**src/rtl/load_store_unit.sv**
```systemverilog
// Load/store sequencer between the multicycle datapath and data memory:
// req/ack handshake with wait states, sub-word lane handling, fault and timeout flags.
module load_store_unit #(
    parameter int TIMEOUT_CYCLES = 255
) (
    input  logic        clk,
    input  logic        reset,
    input  logic        start,
    input  logic        we,
    input  logic [1:0]  size,
    input  logic        sign_ext,
    input  logic [31:0] addr,
    input  logic [31:0] wdata,
    output logic        busy,
    output logic        done,
    output logic        misalign,
    output logic        timeout,
    output logic [31:0] rdata,
    output logic        mem_req,
    output logic        mem_we,
    output logic [31:0] mem_addr,
    output logic [3:0]  mem_be,
    output logic [31:0] mem_wdata,
    input  logic        mem_ack,
    input  logic [31:0] mem_rdata
);

    typedef enum logic [1:0] {S_IDLE, S_REQ, S_DONE} state_t;

    localparam logic [7:0] LIMIT = 8'(TIMEOUT_CYCLES);

    state_t      state_q, state_d;
    logic [7:0]  cnt_q, cnt_d;
    logic        mis_q, mis_d;
    logic        to_q, to_d;
    logic        we_q;
    logic [1:0]  size_q;
    logic        sx_q;
    logic [31:0] addr_q;
    logic [31:0] wdata_q;
    logic [31:0] rdata_q;
    logic        legal;
    logic        accept;
    logic        hit_limit;

    function automatic logic [3:0] lane_enables(input logic [1:0] sz, input logic [1:0] a);
        case (sz)
            2'b00:   return 4'b0001 << a;
            2'b01:   return a[1] ? 4'b1100 : 4'b0011;
            default: return 4'b1111;
        endcase
    endfunction

    function automatic logic [31:0] store_replicate(input logic [1:0] sz, input logic [31:0] w);
        case (sz)
            2'b00:   return {4{w[7:0]}};
            2'b01:   return {2{w[15:0]}};
            default: return w;
        endcase
    endfunction

    function automatic logic [31:0] load_extend(input logic [31:0] w, input logic [1:0] sz,
                                                input logic [1:0] a, input logic sx);
        logic signed [7:0]  b;
        logic signed [15:0] h;
        case (a)
            2'd0:    b = w[7:0];
            2'd1:    b = w[15:8];
            2'd2:    b = w[23:16];
            default: b = w[31:24];
        endcase
        h = a[1] ? w[31:16] : w[15:0];
        case (sz)
            2'b00:   return sx ? 32'(b) : {24'b0, b};
            2'b01:   return sx ? 32'(h) : {16'b0, h};
            default: return w;
        endcase
    endfunction

    always_comb begin
        case (size)
            2'b00:   legal = 1'b1;
            2'b01:   legal = ~addr[0];
            2'b10:   legal = (addr[1:0] == 2'b00);
            default: legal = 1'b0;
        endcase
    end

    assign accept    = (state_q == S_IDLE) && start;
    assign hit_limit = ((cnt_q + 8'd1) == LIMIT);

    always_ff @(posedge clk or posedge reset) begin
        if (reset) begin
            state_q <= S_IDLE;
            cnt_q   <= 8'd0;
            mis_q   <= 1'b0;
            to_q    <= 1'b0;
        end else begin
            state_q <= state_d;
            cnt_q   <= cnt_d;
            mis_q   <= mis_d;
            to_q    <= to_d;
        end
    end

    // Ack in the last allowed wait cycle still wins over the timeout.
    always_comb begin
        state_d = state_q;
        cnt_d   = cnt_q;
        mis_d   = 1'b0;
        to_d    = 1'b0;
        case (state_q)
            S_IDLE: begin
                cnt_d = 8'd0;
                if (start) begin
                    if (legal) begin
                        state_d = S_REQ;
                    end else begin
                        state_d = S_DONE;
                        mis_d   = 1'b1;
                    end
                end
            end
            S_REQ: begin
                if (mem_ack) begin
                    state_d = S_DONE;
                end else if (hit_limit) begin
                    state_d = S_DONE;
                    to_d    = 1'b1;
                end else begin
                    cnt_d = cnt_q + 8'd1;
                end
            end
            S_DONE:  state_d = S_IDLE;
            default: state_d = S_IDLE;
        endcase
    end

    always_comb begin
        busy      = (state_q != S_IDLE);
        done      = (state_q == S_DONE);
        misalign  = done && mis_q;
        timeout   = done && to_q;
        mem_req   = (state_q == S_REQ);
        mem_we    = mem_req && we_q;
        mem_be    = mem_req ? lane_enables(size_q, addr_q[1:0]) : 4'b0000;
        mem_addr  = {addr_q[31:2], 2'b00};
        mem_wdata = store_replicate(size_q, wdata_q);
        rdata     = rdata_q;
    end

    always_ff @(posedge clk or posedge reset) begin
        if (reset) begin
            we_q    <= 1'b0;
            size_q  <= 2'b00;
            sx_q    <= 1'b0;
            addr_q  <= 32'd0;
            wdata_q <= 32'd0;
            rdata_q <= 32'd0;
        end else begin
            if (accept) begin
                we_q    <= we;
                size_q  <= size;
                sx_q    <= sign_ext;
                addr_q  <= addr;
                wdata_q <= wdata;
            end
            if ((state_q == S_REQ) && mem_ack && !we_q) begin
                rdata_q <= load_extend(mem_rdata, size_q, addr_q[1:0], sx_q);
            end
        end
    end

endmodule

```
**config.mk**
```make
export PLATFORM = sky130hd
export DESIGN_NAME = load_store_unit
export DESIGN_NICKNAME = d
export VERILOG_FILES = /design/src/rtl/load_store_unit.sv
export SDC_FILE = /design/constraint.sdc
export NUM_CORES = 1
export LEC_CHECK = 0
export CAP_MARGIN = 20
export CORE_AREA = 2 2 115 117
export CTS_CLUSTER_DIAMETER = 200
export CTS_CLUSTER_SIZE = 14
export DETAILED_ROUTE_END_ITERATION = 7
export DIE_AREA = 0 0 117 119
export GPL_ROUTABILITY_DRIVEN = 0
export GPL_TIMING_DRIVEN = 0
export PLACE_DENSITY = 0.8
export SLEW_MARGIN = 20
export SYNTH_ARGS = -nofsm -noshare
export SYNTH_HDL_FRONTEND = slang
export SYNTH_SLANG_ARGS = --single-unit
```
**constraint.sdc**
```tcl
create_clock -name clk -period 6.6 [get_ports clk]
set_input_delay 0.99 -clock clk [delete_from_list [all_inputs] [get_ports clk]]
set_output_delay 0.99 -clock clk [all_outputs]
set_load 0.05 [all_outputs]
```
==> flow_summary.json, run 1 <==
{
  "min_from": "rdata[7]",
  "ys.flop_type": "dfrtp_1",
  "via_count": 4722,
  "min_path_type": "register to register",
  "p_leak_nw": 3.39,
  "yosysUniqueCellTypes": 51,
  "placed_area_sq_mm": 0.00791,
  "cp_num_buf_inv": 3,
  "fin_skew_ns": 0.00711,
  "worstMarginPinSlew_ns": 0.779,
  "synth.most_common_cell": "dfrtp_1",
  "synthToLayoutAreaGrowth_pct": 46.0,
  "die_height_microns": 119,
  "fillCellCount": 1034,
  "pin_count": 210,
  "routed_wl_microns": 15700,
  "crit_fanout": 10,
  "finalCritPeriodShare": 0.599,
  "required_ns": 5.61,
  "r2r_start": "cnt_q[2]",
  "tritoncts": "done",
  "coreArea_sq_mm": 0.0129,
  "syn_inst": 500,
  "viasPerCell": 5.26,
  "die_area_sq_mm": 0.0139,
  "ys_seq_area_frac": 0.502,
  "grt_antenna_before_repair": 0,
  "max_freq_ghz": 0.253,
  "arrival_ns": 2.97,
  "synth_edf_count": 0,
  "power_density_mw_per_mm2": 483,
  "grt_max_degree": 59,
  "row_count": 42,
  "grt_use_total": 0.229,
  "cts.sinks": 112,
  "drc": 0,
  "critPathSlowestCell": "clkdlybuf4s50_1",
  "grt_pass1_wl_microns": 24400,
  "slew_violations": 0,
  "synth_top_cell_area_share": 0.502,
  "seqCellArea_sq_mm": 0.00280,
  "final_cell_area_sq_mm": 0.00816,
  "dp_hpwl_microns": 12000,
  "async_flop_share": 1.00,
  "yosysWarnings": 0,
  "post_cts_buffers": 0,
  "htreeDepth": 3,
  "cts-root-buf": "clkbuf_16",
  "start_util": 0.434,
  "multi_input_area_sq_mm": 0.00231,
  "synth_top_cell_by_area": "dfrtp_1",
  "cp_cell_sequence": "buf_1 -> clkbuf_1 -> o21ai_0 -> a21oi_1 -> clkdlybuf4s50_1",
  "cts_resized": 0,
  "fin_crit_ns": 3.96,
  "outcome": "complete, no violations",
  "total_power_mw": 3.94,
  "wl_per_cell_microns": 17.5,
  "dr.pass1.iters": 6,
  "die_w_microns": 117,
  "path_clk_slew_ns": 0.07,
  "timing.final.hold_violations": 0,
  "ant_nets": 0,
  "antenna_cells": 0,
  "start_kind": "register",
  "grt_pass1_vias": 4859,
  "r2r_cells": 5,
  "setup_tns_ns": 0,
  "num-nets-final": 826,
  "rsz0062_at_grt": "no",
  "finalSetupViolations": 0,
  "cts_made_buffers": 9,
  "port_buffers": 207,
  "hold_buffers": 0,
  "max_slew_margin": 0.481,
  "critical_path_class": "register to output port",
  "crit_cells": 5,
  "worstSetupEndpointType": "output port",
  "whs_path_depth": 2,
  "ctsLongestPathBuffers": 2,
  "crit_family": "buffers and inverters",
  "synth-seq-cells": 112,
  "max_stage_delay_ns": 0.85,
  "maxCapViolCount": 0,
  "avgSynthCellArea_sq_um": 11.2,
  "ys_top_cells_by_area": "dfrtp_1, mux2_2, buf_4",
  "max-vdd-ir-drop_mv": 0.346,
  "gr-total-overflow": 0,
  "drive_above_1_share": 0.226,
  "ys_top_cells_by_count": "dfrtp_1, mux2_2, buf_4, nand2_1, a21oi_1",
  "startpoint": "size_q[0]",
  "clkLatencyLatePin_ns": 0.35,
  "synth_area_sq_mm": 0.00558,
  "drt_iter0_markers": 347
}
==> power breakdown <==
| part | internal [mW] | switching [mW] | leakage (nW) |
|---|---|---|---|
| Clock | 0.249 | 0.233 | 0.121 |
| Sequential | 0.930 | 0.159 | 1.34 |
| Combinational | 0.908 | 1.46 | 1.94 |
| Total | 2.09 | 1.85 | 3.39 |
==> sequential cells by signal, summed over array words and instances, names as in the netlist <==
| register | cells |
|---|---|
| addr_q | 32 |
| cnt_q | 8 |
| mis_q | 1 |
| rdata | 32 |
| size_q | 2 |
| state_q | 2 |
| sx_q | 1 |
| to_q | 1 |
| wdata_q | 32 |
| we_q | 1 |
==> cell families after synthesis <==
kind of cell,after synthesis,synth area share
multiplexers,99,0.200
flip-flops,112,0.502
adder cells (fa/ha/maj),2,0.00448
XOR/XNOR,2,0.00314
AND/OR/NAND/NOR,99,0.0822
buffers and inverters,81,0.0854
AO/OA/AOI/OAI,104,0.122
other,1,0.000672
==> stage by stage <==
stage | instances | hold slack [ns] | setup slack [ns] | utilization
2_1_floorplan | 501 | 0.458 | 2.65 | -
3_3_place_gp | 884 | 0.477 | 1.10 | 0.612
3_5_place_dp | 885 | 0.478 | 3.00 | 0.615
4_1_cts | 898 | 0.493 | 2.60 | 0.633
5_1_grt | 898 | 0.517 | 2.35 | 0.633
6_report | 898 | 0.495 | 2.64 | 0.633
==> cells in the final DEF (no fill, tap or decap), types with 2 or more instances in the layout <==
cell,count
mux2_2,90
nand2_1,40
a21o_1,3
and3_1,2
nand4_1,2
o211ai_1,6
ha_1,2
a22oi_1,8
a21oi_1,30
a222oi_1,7
nor2_1,28
a22o_1,8
o21ai_0,27
a31oi_1,3
clkinv_1,3
o21a_1,2
clkinv_2,2
clkbuf_1,15
buf_2,11
and2_1,9
clkdlybuf4s50_1,207
clkbuf_16,9
mux2i_1,8
buf_1,3
or2_2,2
xnor2_1,2
buf_4,40
dfrtp_1,112
conb_1,2
nand2b_1,2
inv_1,8
nor2b_1,5
==> layout make-up <==
class / count / share of cell area
Clock buffer: 11 / 0.0285
Multi-Input combinational cell: 308 / 0.283
Sequential cell: 112 / 0.344
Clock inverter: 2 / 0.00123
Buffer: 69 / 0.0529
Tap cell: 176 / 0.0270
Inverter: 12 / 0.00614
Timing Repair Buffer: 208 / 0.257
==> worst reg2reg max path: stages, from the launching register on <==
cell and delay, ns:
dfrtp_1 0.45, and3_1 0.21, clkbuf_2 0.17, xnor2_1 0.52
o21ai_1 0.23, o41ai_1 0.39
==> metal layers <==
metal  vias to the layer above  global-route usage  routed length, microns
met5                         -                   0                       0
met4                         0               0.105                     459
met3                        31              0.0626                    1340
met2                       217               0.382                    7750
met1                      2304               0.271                    6200
li1                       2170                   -                       -
==> path summary, 6_finish.rpt <==
path,to,slack (ns)
worst max register to register,cnt_q[2],4.51
worst min register to register,rdata[7],0.49
worst min-delay path,rdata[7],0.49
max in group asynchronous,wdata_q[4],4.85
min in group asynchronous,addr_q[24],1.09
worst max-delay path,mem_be[3],2.64
(Power assumes the default switching activity.)
==> run 2: changes to the inputs <==
--- a/config.mk
+++ b/config.mk
@@ -6,14 +6,14 @@
 export NUM_CORES = 1
 export LEC_CHECK = 0
 export CAP_MARGIN = 20
-export CORE_AREA = 2 2 115 117
+export CORE_AREA = 2 2 122 124
 export CTS_CLUSTER_DIAMETER = 200
 export CTS_CLUSTER_SIZE = 14
 export DETAILED_ROUTE_END_ITERATION = 7
-export DIE_AREA = 0 0 117 119
+export DIE_AREA = 0 0 124 126
 export GPL_ROUTABILITY_DRIVEN = 0
 export GPL_TIMING_DRIVEN = 0
-export PLACE_DENSITY = 0.8
+export PLACE_DENSITY = 0.75
 export SLEW_MARGIN = 20
 export SYNTH_ARGS = -nofsm -noshare
 export SYNTH_HDL_FRONTEND = slang
==> constraint.sdc (replaced) <==
create_clock -name clk -period 3.4 [get_ports clk]
set_input_delay 0.51 -clock clk [delete_from_list [all_inputs] [get_ports clk]]
set_output_delay 0.51 -clock clk [all_outputs]
set_load 0.05 [all_outputs]
==> run 2 against run 1 <==
Via count down 0.34%. Global-route usage down 1.5 points. Register-to-register slack worse by 3.2 ns. Sequential share of layout area down 0.43 points. Largest power group unchanged. Clock-buffer cell count up 2.
==> flow_summary.json, run 2 (synthesis results as in run 1) <==
{
  "dp_hpwl_microns": 12700,
  "drive_above_1_share": 0.232,
  "htreeDepth": 3,
  "setup_slack_ns": 0.128,
  "min_path_type": "register to register",
  "row_count": 44,
  "max_stage_delay_ns": 0.85,
  "switchingPower_mw": 3.64,
  "wl_per_cell_microns": 18.1,
  "critical_path_class": "register to output port",
  "r2r_start": "state_q[1]",
  "fin_crit_ns": 3.27,
  "grt_max_degree": 34,
  "clkLatencyLatePin_ns": 0.35,
  "die_area_sq_mm": 0.0156,
  "cp_cell_sequence": "buf_2 -> clkbuf_1 -> o21ai_0 -> a21oi_1 -> clkdlybuf4s50_1",
  "cts_made_buffers": 9,
  "crit_family": "buffers and inverters",
  "viasPerCell": 5.16,
  "dp_slack_ns": 0.156,
  "grt_use_total": 0.214,
  "path_clk_slew_ns": 0.07,
  "via_count": 4706,
  "multi_input_area_sq_mm": 0.00231,
  "antenna_cells": 0,
  "coreArea_sq_mm": 0.0143,
  "post_cts_buffers": 0,
  "p_leak_nw": 3.43,
  "grt_pass1_wl_microns": 25700,
  "gr-total-overflow": 0,
  "finalCritPeriodShare": 0.962,
  "fin_skew_ns": 0.00634,
  "start_util": 0.390,
  "mostFrequentLayoutCells": "clkdlybuf4s50_1, dfrtp_1, mux2_2",
  "min_from": "rdata[7]",
  "max-vdd-ir-drop_mv": 0.560,
  "cp_num_buf_inv": 3,
  "die_height_microns": 126,
  "finalSetupViolations": 0,
  "max_slew_margin": 0.512,
  "power_frac_comb": 0.597,
  "fin_util": 0.577,
  "worstSetupEndpointType": "output port",
  "die_w_microns": 124,
  "fillCellCount": 1213,
  "cts-root-buf": "clkbuf_16",
  "startpoint": "size_q[0]",
  "total_power_mw": 7.74,
  "netSwitchingFraction": 0.471,
  "tritoncts": "done",
  "drt_iter0_markers": 242,
  "cts.sinks": 112,
  "seqPwrFrac": 0.274,
  "outcome": "complete, no violations",
  "power_density_mw_per_mm2": 937,
  "rsz0062_at_grt": "no",
  "max_freq_ghz": 0.306,
  "seqCellArea_sq_mm": 0.00280,
  "grt_antenna_before_repair": 0,
  "port_buffers": 207,
  "routed_wl_microns": 16500,
  "hold_buffers": 0,
  "num-nets-final": 829,
  "slew_violations": 0,
  "synthToLayoutAreaGrowth_pct": 47.9,
  "dr.pass1.iters": 8,
  "ant_nets": 0,
  "p_int_mw": 4.09,
  "worstMarginPinSlew_ns": 0.733,
  "arrival_ns": 2.76,
  "clockPowerShare": 0.129,
  "required_ns": 2.89,
  "setup_tns_ns": 0,
  "grt_pass1_vias": 5049,
  "reg2reg_slack_ns": 1.28,
  "ctsLongestPathBuffers": 2,
  "final_common_cell": "clkdlybuf4s50_1",
  "maxCapViolCount": 0,
  "drc": 0,
  "crit_fanout": 10,
  "start_kind": "register",
  "pin_count": 210,
  "critPathSlowestCell": "clkdlybuf4s50_1",
  "timing.final.hold_violations": 0
}
[run 2: repair_timing]
item,4_1_cts,5_1_grt
hold endpoints to repair,0,0
resized for setup,1,0
endpoints found under the setup margin,2,0
[run 2: final timing paths]
check / to / depth (start not counted)
max in group asynchronous: wdata_q[9] / 4
min in group asynchronous: addr_q[9] / 2
hold / removal: rdata[7] / 2
setup reg to reg: addr_q[4] / 5
setup / recovery: mem_be[1] / 5
hold reg to reg: rdata[7] / 2
[run 2: cell type report]
cell class | count | share of cell area
clock inverter | 3 | 0.00212
buffer | 69 | 0.0524
tap | 184 | 0.0279
clock buffer | 13 | 0.0303
multi-input combinational | 308 | 0.280
timing repair buffer | 211 | 0.262
sequential | 112 | 0.339
inverter | 12 | 0.00591
[run 2: worst min-delay path: stages (launching register included)]
cell and delay (ns):
dfrtp_1 0.34, nand2_1 0.05, o21ai_0 0.06
[run 2: metrics by stage]
stage	cells	area [sq um]	hold WS, ns
final	912	8260	0.488
after global routing	912	8260	0.530
after CTS	912	8260	0.491
after detailed placement	896	7990	0.474
after global placement	892	7890	0.470
after floorplan	501	5590	0.458
[run 2: power by group through the flow]
stage | clock (mW) | combinational [mW] | sequential [mW]
finish | 0.996 | 4.62 | 2.12
global route | 1.08 | 4.85 | 2.19
CTS | 1.02 | 4.66 | 2.12
detailed placement | 0 | 4.63 | 2.15
global placement | 0 | 4.56 | 2.12
floorplan | 0 | 2.50 | 2.74
[run 2: layer usage]
layer / vias to the layer above / track usage / wire length (microns)
met2: 228 / 0.357 / 7960
met1: 2259 / 0.252 / 6420
met4: 0 / 0.102 / 583
met3: 40 / 0.0607 / 1520
met5: - / 0 / 0
li1: 2179 / - / -
